==> src/rtl/systolic_pkg.sv <==
// Shared constants and reader FSM state encoding for the systolic array output path.
package systolic_pkg;
  localparam int ACC_BWIDTH             = 32;
  localparam int PE_ARRAY_NUM_COLS      = 32;
  localparam int PE_ARRAY_NUM_COLS_LOG2 = 5;
  localparam int OUT_SRAM_AWIDTH        = 10;
  localparam int OUT_SRAM_BWIDTH        = ACC_BWIDTH * PE_ARRAY_NUM_COLS;
  localparam int NW_W                   = PE_ARRAY_NUM_COLS_LOG2 + 1;

  typedef enum logic [2:0] {ST_IDLE, ST_RD, ST_CAP, ST_STREAM, ST_FIN} rd_state_t;
endpackage

==> src/rtl/out_row_serializer.sv <==
// Row buffer(s), word index, lane mux and valid/ready handshake for out_sram_reader.
// OUT_SRAM_READER_PREFETCH_EN selects a two-entry row buffer ring.
module out_row_serializer
  import systolic_pkg::*;
(
  input  logic                       CLK,
  input  logic                       RSTn,
  input  logic                       load,
  input  logic [OUT_SRAM_BWIDTH-1:0] row_d,
  input  logic                       active,
  input  logic                       ready,
  input  logic                       stall,
  input  logic [NW_W-1:0]            num_words,
  output logic                       valid,
  output logic [ACC_BWIDTH-1:0]      data,
  output logic                       last_word,
  output logic                       row_done
`ifdef OUT_SRAM_READER_PREFETCH_EN
  ,
  output logic [1:0]                 fill
`endif
);
  logic [PE_ARRAY_NUM_COLS_LOG2-1:0] word_idx;
  logic [NW_W-1:0]                   last_idx;
  logic                              xfer, idx_clr;

  assign last_idx  = num_words - 1'b1;
  assign last_word = valid && ({1'b0, word_idx} == last_idx);
  assign xfer      = valid && ready && !stall;
  assign row_done  = xfer && last_word;

`ifdef OUT_SRAM_READER_PREFETCH_EN
  logic [1:0][OUT_SRAM_BWIDTH-1:0] row_buf;
  logic                            wr_sel, rd_sel;
  logic [1:0]                      cnt;

  // A load may land mid-row into the idle entry, so it must not touch word_idx.
  assign idx_clr = 1'b0;
  assign valid   = active && (cnt != 2'd0);
  assign data    = row_buf[rd_sel][word_idx*ACC_BWIDTH +: ACC_BWIDTH];
  assign fill    = cnt;

  always_ff @(posedge CLK or negedge RSTn) begin
    if (!RSTn) begin
      row_buf <= '0;
      wr_sel  <= 1'b0;
      rd_sel  <= 1'b0;
      cnt     <= 2'd0;
    end else begin
      if (load) begin
        row_buf[wr_sel] <= row_d;
        wr_sel          <= ~wr_sel;
      end
      if (row_done) rd_sel <= ~rd_sel;
      cnt <= cnt + {1'b0, load} - {1'b0, row_done};
    end
  end
`else
  logic [OUT_SRAM_BWIDTH-1:0] row_buf;

  assign idx_clr = load;
  assign valid   = active;
  assign data    = row_buf[word_idx*ACC_BWIDTH +: ACC_BWIDTH];

  always_ff @(posedge CLK or negedge RSTn) begin
    if (!RSTn)     row_buf <= '0;
    else if (load) row_buf <= row_d;
  end
`endif

  always_ff @(posedge CLK or negedge RSTn) begin
    if (!RSTn)                   word_idx <= '0;
    else if (row_done || idx_clr) word_idx <= '0;
    else if (xfer)               word_idx <= word_idx + 1'b1;
  end
endmodule

==> src/rtl/out_sram_reader.sv <==
// Drains output SRAM rows after a tile and streams them as ACC_BWIDTH words.
// Define OUT_SRAM_READER_PREFETCH_EN to overlap the next row read with streaming.
module out_sram_reader
  import systolic_pkg::*;
(
  input  logic                       CLK,
  input  logic                       RSTn,
  input  logic                       START,
  input  logic                       STALL,
  input  logic [OUT_SRAM_AWIDTH-1:0] BASE_ADDR_in,
  input  logic [OUT_SRAM_AWIDTH:0]   NUM_ROWS_in,
  input  logic [NW_W-1:0]            NUM_WORDS_in,
  output logic [OUT_SRAM_AWIDTH-1:0] SRAM_ADDR_out,
  output logic                       SRAM_CSn_out,
  output logic                       SRAM_WEn_out,
  input  logic [OUT_SRAM_BWIDTH-1:0] SRAM_D_in,
  output logic                       OUT_VALID_out,
  input  logic                       OUT_READY_in,
  output logic [ACC_BWIDTH-1:0]      OUT_DATA_out,
  output logic                       OUT_LAST_out,
  output logic                       BUSY_out,
  output logic                       DONE_out
);
  rd_state_t                  state, nstate;
  logic [OUT_SRAM_AWIDTH-1:0] base;
  logic [OUT_SRAM_AWIDTH:0]   nrows, row_idx;
  logic [NW_W-1:0]            nw;
  logic                       load, active, csn, valid, last_word, row_done, last_row, start_ok;

  assign start_ok = (state == ST_IDLE) && START;
  assign last_row = (row_idx + 1'b1) == nrows;

`ifdef OUT_SRAM_READER_PREFETCH_EN
  localparam rd_state_t ST_ROW = ST_STREAM;
  logic [OUT_SRAM_AWIDTH:0] rd_idx;
  logic                     pend, issue;
  logic [1:0]               fill;
  logic [2:0]               occ;

  // Issue when a buffer entry will be free by the time the data lands.
  assign occ   = {1'b0, fill} + {2'b0, pend};
  assign issue = (state == ST_STREAM) && !STALL && (rd_idx != nrows) &&
                 ((occ < 3'd2) || (row_done && (occ < 3'd3)));
  assign SRAM_ADDR_out = base + rd_idx[OUT_SRAM_AWIDTH-1:0];

  always_ff @(posedge CLK or negedge RSTn) begin
    if (!RSTn) begin
      rd_idx <= '0;
      pend   <= 1'b0;
    end else begin
      pend <= issue;
      if (start_ok)   rd_idx <= '0;
      else if (issue) rd_idx <= rd_idx + 1'b1;
    end
  end
`else
  localparam rd_state_t ST_ROW = ST_RD;
  assign SRAM_ADDR_out = base + row_idx[OUT_SRAM_AWIDTH-1:0];
`endif

  always_comb begin
    nstate = state;
    csn    = 1'b1;
    load   = 1'b0;
    active = 1'b0;
    case (state)
      ST_IDLE:   if (START) nstate = (NUM_ROWS_in == '0) ? ST_FIN : ST_ROW;
      ST_RD:     if (!STALL) begin
                   csn    = 1'b0;
                   nstate = ST_CAP;
                 end
      ST_CAP:    begin
                   load   = 1'b1;
                   nstate = ST_STREAM;
                 end
      ST_STREAM: begin
                   active = 1'b1;
`ifdef OUT_SRAM_READER_PREFETCH_EN
                   csn    = ~issue;
                   load   = pend;
`endif
                   if (row_done) nstate = last_row ? ST_FIN : ST_ROW;
                 end
      ST_FIN:    nstate = ST_IDLE;
      default:   nstate = ST_IDLE;
    endcase
  end

  always_ff @(posedge CLK or negedge RSTn) begin
    if (!RSTn) begin
      state   <= ST_IDLE;
      base    <= '0;
      nrows   <= '0;
      nw      <= '0;
      row_idx <= '0;
    end else begin
      state <= nstate;
      if (start_ok) begin
        base    <= BASE_ADDR_in;
        nrows   <= NUM_ROWS_in;
        nw      <= (NUM_WORDS_in == '0) ? NW_W'(PE_ARRAY_NUM_COLS) : NUM_WORDS_in;
        row_idx <= '0;
      end else if (row_done) begin
        row_idx <= row_idx + 1'b1;
      end
    end
  end

  out_row_serializer u_ser (
    .CLK       (CLK),
    .RSTn      (RSTn),
    .load      (load),
    .row_d     (SRAM_D_in),
    .active    (active),
    .ready     (OUT_READY_in),
    .stall     (STALL),
    .num_words (nw),
    .valid     (valid),
    .data      (OUT_DATA_out),
    .last_word (last_word),
    .row_done  (row_done)
`ifdef OUT_SRAM_READER_PREFETCH_EN
    ,
    .fill      (fill)
`endif
  );

  assign SRAM_CSn_out  = csn;
  assign SRAM_WEn_out  = 1'b1;
  assign OUT_VALID_out = valid;
  assign OUT_LAST_out  = last_word && last_row;
  assign BUSY_out      = (state != ST_IDLE);
  assign DONE_out      = (state == ST_FIN);
endmodule

==> config.mk <==
export PLATFORM = sky130hd
export DESIGN_NAME = out_sram_reader
export DESIGN_NICKNAME = d
export VERILOG_FILES = /design/src/rtl/systolic_pkg.sv /design/src/rtl/out_row_serializer.sv /design/src/rtl/out_sram_reader.sv
export SDC_FILE = /design/constraint.sdc
export NUM_CORES = 2
export LEC_CHECK = 0
export CORE_AREA = 5 5 421 423
export CTS_CLUSTER_DIAMETER = 120
export DETAILED_ROUTE_END_ITERATION = 10
export DIE_AREA = 0 0 426 428
export GPL_TIMING_DRIVEN = 0
export PLACE_DENSITY = 0.62
export SYNTH_ARGS = -nofsm -noshare
export SYNTH_HDL_FRONTEND = slang
export SYNTH_SLANG_ARGS = --single-unit
==> constraint.sdc <==
create_clock -name CLK -period 2.7 [get_ports CLK]
set_input_delay 0.27 -clock CLK [delete_from_list [all_inputs] [get_ports CLK]]
set_output_delay 0.27 -clock CLK [all_outputs]
set_load 0.03 [all_outputs]
Yosys cells after proc, flatten, opt, wreduce, memory -nomap -nowiden
Cells that the tools add are included.
{"block": "word_totals", "in_bits": 1056, "elab_cells": 51, "output_inout_bits": 48, "reg_bits": 1070}
{"block": "classes", "add_sub_neg": 4, "muxes": 15, "n_reduce_logical": 15, "eq_ne": 9, "shift": 1}
{"cell": "$shiftx A1024 B11 Y32", "count": 1}
{"cell": "$mux W11", "count": 2}
{"cell": "$mux W3", "count": 5}
{"cell": "$pmux W3 S4", "count": 1}
{"cell": "$add A11 B1 Y11 const B", "count": 1}
{"cell": "$eq A11 B11 Y1", "count": 1}
{"cell": "$logic_not A11 Y1", "count": 1}
{"cell": "$add A10 B10 Y10", "count": 1}
{"cell": "$mux W5", "count": 2}
{"cell": "$eq A3 B2 Y1 const B", "count": 2}
{"cell": "$eq A5 B6 Y1", "count": 1}
{"cell": "$logic_and A1 B1 Y1", "count": 6}
{"cell": "$logic_not A6 Y1", "count": 1}
{"cell": "$mux W6", "count": 1}
{"cell": "$sub A6 B1 Y6 const B", "count": 1}
{"cell": "$add A5 B1 Y5 const B", "count": 1}
{"cell": "$mux W1", "count": 4}
{"cell": "$ne A2 B2 Y1 const B", "count": 2}
{"cell": "$reduce_bool A2 Y1", "count": 2}
{"cell": "$eq A3 B1 Y1 const B", "count": 1}
{"cell": "$eq A3 B3 Y1 const B", "count": 1}
{"cell": "$logic_not A3 Y1", "count": 1}
{"cell": "$reduce_and A3 Y1", "count": 1}
{"cell": "$reduce_bool A3 Y1", "count": 1}
{"cell": "other kinds (3)", "count": 3}

Depth between registers and ports, before layout
{"block": "depth", "depth_word": 7, "ltp_mapped": 11, "depth_no_buf": 10}

Hierarchy
A second synthesis with hierarchy kept.
{"block": "hier_totals", "cells_unflattened": 2884, "hier_area_um2": 48415.2}
{"module": "out_row_serializer", "area_each_um2": 45989.1, "cells_per_inst": 2649, "seq_area_each_um2": 25749.7, "n_inst": 1}
{"module": "out_sram_reader", "area_each_um2": 2426.1, "cells_per_inst": 235, "seq_area_each_um2": 1026.0, "n_inst": 1}

Least setup slack after synthesis
Ideal clock, no wire load.
{"block": "synth_timing", "path_kind": "register to output", "startpoint": "reg row_idx[1]", "endpoint": "out SRAM_ADDR_out[9]", "t_arrival_ns": 2.244, "setup_slack_ns": 0.186, "n_path_buf": 0, "stages_incl_launch_ff": 9, "path_cell_list": "dfrtp_1 ha_1 a21o_1 a21oi_1 nor2b_1 o21ai_0 a211o_1 nor2_1 a211oi_1"}
{"block": "synth_via", "elab_chain_len": 1}
{"element": "from (decl)", "line": "out_sram_reader.sv:26", "rtl": "logic [OUT_SRAM_AWIDTH:0] nrows, row_idx;"}
{"element": "from (signal assigned)", "line": "out_sram_reader.sv:104", "rtl": "row_idx <= row_idx + 1'b1;"}
{"element": "$add A10 B10 Y10", "line": "out_sram_reader.sv:58", "rtl": "assign SRAM_ADDR_out = base + row_idx[OUT_SRAM_AWIDTH-1:0];"}
{"element": "to (decl)", "line": "out_sram_reader.sv:13", "rtl": "output logic [OUT_SRAM_AWIDTH-1:0] SRAM_ADDR_out,"}
No other way between the ends.

Final worst setup path
{"block": "layout_timing", "startpoint": "reg u_ser.word_idx[0]", "endpoint": "out OUT_DATA_out[25]"}
{"block": "layout_via", "elab_chain_len": 1}
{"element": "from (decl)", "line": "out_row_serializer.sv:23", "rtl": "logic [PE_ARRAY_NUM_COLS_LOG2-1:0] word_idx;"}
{"element": "from (signal assigned)", "line": "out_row_serializer.sv:74", "rtl": "else if (xfer) word_idx <= word_idx + 1'b1;"}
{"element": "$shiftx A1024 B11 Y32", "line": "out_row_serializer.sv:63", "rtl": "assign data = row_buf[word_idx*ACC_BWIDTH +: ACC_BWIDTH];"}
{"element": "to (decl)", "line": "out_sram_reader.sv:19", "rtl": "output logic [ACC_BWIDTH-1:0] OUT_DATA_out,"}
No other way between the ends.

==> flow_summary_export.csv <==
group,metric,value,unit
floorplan,dieArea,0.182,mm^2
worst_setup_path,arrival,3.34,ns
sta,post-route-period-util,134,%
synth,async_flop_share,100,%
worst_setup_path,worst_ep_required_time,2.43,ns
sta,drv_slew,0,
run_status,status,"finished with violations",
route,drt-wirelength-per-cell,34.4,um
worst_setup_path,crit_path_max_fanout,10,
synth,ys_ff_latch,1070,
clocking,root_buffer,"clkbuf_16",
floorplan,num_rows,153,
cells_and_area,instances_no_fill,7227,
clocking,cts_made_buffers,131,
pwr,powerDensity,1170,mW/mm^2
global_route,grt_use_total,26.4,%
floorplan,io_pins,1104,
global_route,grt_max_degree,165,
sta,worst_pin_slew,1.20,ns
worst_setup_path,r2r_cells,6,
cells_and_area,layout_common_cells,"1062 x dfrtp_1, 1057 x clkdlybuf4s50_1, 1024 x mux2_2, 172 x nand2_1, 160 x mux4_2",
place,gp_congestion,0.928,
synth,synth-edff-count,0,
sta,setup_violations,262,
cells_and_area,stdcell_area,0.0722,mm^2
synth,synth.area.top_cells,"dfrtp_1 55%, mux2_2 24%, mux4_2 7.4%",
route,drc_errors,0,
pwr,leakagePower,29.9,nW
sta,setup_ws,-0.914,ns
synth,syn_area,0.0488,mm^2
sta,slew_headroom,20.1,%
clocking,clkLatencyLatePin,0.79,ns
worst_setup_path,path_class,"reg -> out",
global_route,grt.overflow.total,0,
sta,rsz0062_at_grt,"yes",
clocking,clk_path_buf_depth,3,
flow_run,cap_violations,0,
sta,fin_skew,0.0234,ns
cells_and_area,n_fill_cell,16200,
clocking,cts_tree,"done",
cells_and_area,area_delta_synth_final,47.9,%
clocking,cts_htree_levels,4,
synth,ys_types,60,
synth,syn-num-nets,4396,
clocking,path_clk_slew,0.06,ns
route,via_per_inst,5.15,
cells_and_area,drive_gt1_share,40.9,%
route,vias,37200,
sta,fin_crit,3.61,ns
synth,yosysSeqAreaShare,54.9,%
worst_setup_path,endpoint_kind,"primary output",
cells_and_area,layout_commonest_cell,"dfrtp_1",
floorplan,fp.coreArea,0.173,mm^2
route,final_antenna_net_count,0,
floorplan,fp.dieH,428,um
synth,synth_warnings,0,
sta,hold_violations,0,
clocking,cts_sinks,1070,
place,dp.cells,6762,
synth,avgSynthCellArea,14.7,um^2
route,drtPass1Iterations,5,
worst_hold_path,hold_depth,2,
place,dp_hpwl,196000,um
global_route,grt_pass1_vias,39000,
global_route,antenna_found_initial,103,
synth,yosys.area.top_type,"dfrtp_1",
route,drtIter0Drc,3182,
floorplan,die_width,426,um
route,wirelength,248000,um
cells_and_area,final_nets,5794,
floorplan,initial_core_util,28.2,%
sta,fmax,277,MHz
pwr,peakVddDrop,0.000650,V
synth,ys.flop_type,"dfrtp_1",
place,io_buffers,1102,
worst_hold_path,hold_path_class,"in -> reg",
run_status,violations,"setup timing",
synth,synth_cells,3327,
place,dpl_cell_area,0.0630,mm^2
worst_setup_path,startpoint_type,"register",
global_route,grt_pass1_wl,330000,um
synth,synth_top_area_share,54.9,%
[metal layers]
metal / GRT usage (%) / share of wire (%) / up-vias
met5: 0 / 0.10 / -
met3: 6.65 / 7.7 / 369
met1: 34.1 / 40 / 19800
li1: - / - / 15400
met4: 12.7 / 4.8 / 24
met2: 41.5 / 47 / 1671
[worst paths after layout]
kind | slack [ns] | start | end
hold / removal | 0.08 | SRAM_D_in[1006] | u_ser.row_buf[1006]
setup reg to reg | 0.04 | state[2] | u_ser.row_buf[969]
setup / recovery | -0.91 | u_ser.word_idx[0] | OUT_DATA_out[25]
max in group asynchronous | -0.31 | RSTn | u_ser.row_buf[619]
min in group asynchronous | 0.19 | RSTn | u_ser.row_buf[485]
hold reg to reg | 0.49 | base[8] | base[8]
[layout make-up]
type                            count  area (um^2)  area share [%]
Multi-Input combinational cell   2010        23100            31.9
Inverter                           10         45.0          0.0624
Clock inverter                     50          621           0.860
Tap cell                         2325         2910            4.03
Clock buffer                      179         3660            5.07
Sequential cell                  1070        26800            37.1
Timing Repair Buffer             1267        12800            17.7
Antenna cell                       81          203           0.281
Buffer                            235         2110            2.93
[timing repair]
item / 4_1_cts / 5_1_grt
cloned: 1 / 7
endpoints found under the hold margin: 238 / 179
gates resized for setup: 830 / 228
hold buffers: 101 / 1
setup buffers: 25 / 24
endpoints found under the setup margin: 1061 / 434
pin swaps: 55 / 69
[kinds of logic after synthesis]
logic type               Yosys count  synth area share [%]
multiplexers                    1377                  35.0
buffers and inverters            248                  2.37
AO/OA/AOI/OAI                    323                  4.56
flip-flops                      1070                  54.9
XOR/XNOR                          29                 0.520
adder cells (fa/ha/maj)           13                 0.349
other                              1               0.00768
AND/OR/NAND/NOR                  266                  2.38
[registers in the layout, indices dropped and copies added, names as in the netlist]
register        cells
u_ser.row_buf    1024
nrows              11
row_idx            11
base               10
nw                  6
u_ser.word_idx      5
state               3
[cell usage after synthesis, types with 2 or more instances]
master and instances:
o31ai_1 4, nand3b_1 2, a211oi_1 4, nand4_1 3, nor2b_1 10, and2_1 3
nand2b_1 4, o21ai_0 85, clkbuf_1 73, ha_1 12, o221ai_1 129, xnor2_1 14
buf_4 8, o21ai_1 9, xor2_1 15, inv_1 9, nand3_1 9, nor3_1 8
a21oi_1 45, buf_2 141, nor2_1 21, o22ai_1 32, buf_1 13, nand2_1 188
nor4_1 3, mux2i_1 193, o311ai_0 2, and3_1 2, mux4_2 160, nor3b_1 2
a21o_1 3, mux2_2 1024, dfrtp_1 1070
[report_power, final]
part	total (mW)	switching, mW	internal, mW
registers	29.1	5.19	23.9
clock network	18.0	7.80	10.2
logic	37.1	19.9	17.2
total	84.2	32.9	51.3
[critical path: stages, from the launching register on]
cell,delay (ns)
dfrtp_1,0.41
buf_12,0.19
buf_16,0.19
buf_6,0.24
mux2i_1,0.17
o221ai_2,0.42
nand2_1,0.12
nand2_1,0.14
o221ai_4,0.16
o21ai_0,0.23
buf_4,0.23
[stage by stage]
stage / setup WS, ns / util (%) / power, mW / setup TNS (ns) / hold slack (ns)
detailed placement: -2.88 / 36.4 / 60.2 / -784.25 / 0.327
global placement: -49.59 / 36.3 / 59.7 / - / 0.473
global route: -0.984 / 41.7 / 87.4 / -184.18 / 0.0337
finish: -0.914 / 41.7 / 84.2 / -63.04 / 0.0769
floorplan: 0.186 / - / 44.4 / 0 / -0.0256
CTS: -0.978 / 40.9 / 82.6 / -32.11 / -0.554
Power figures use the tool's default switching activity.
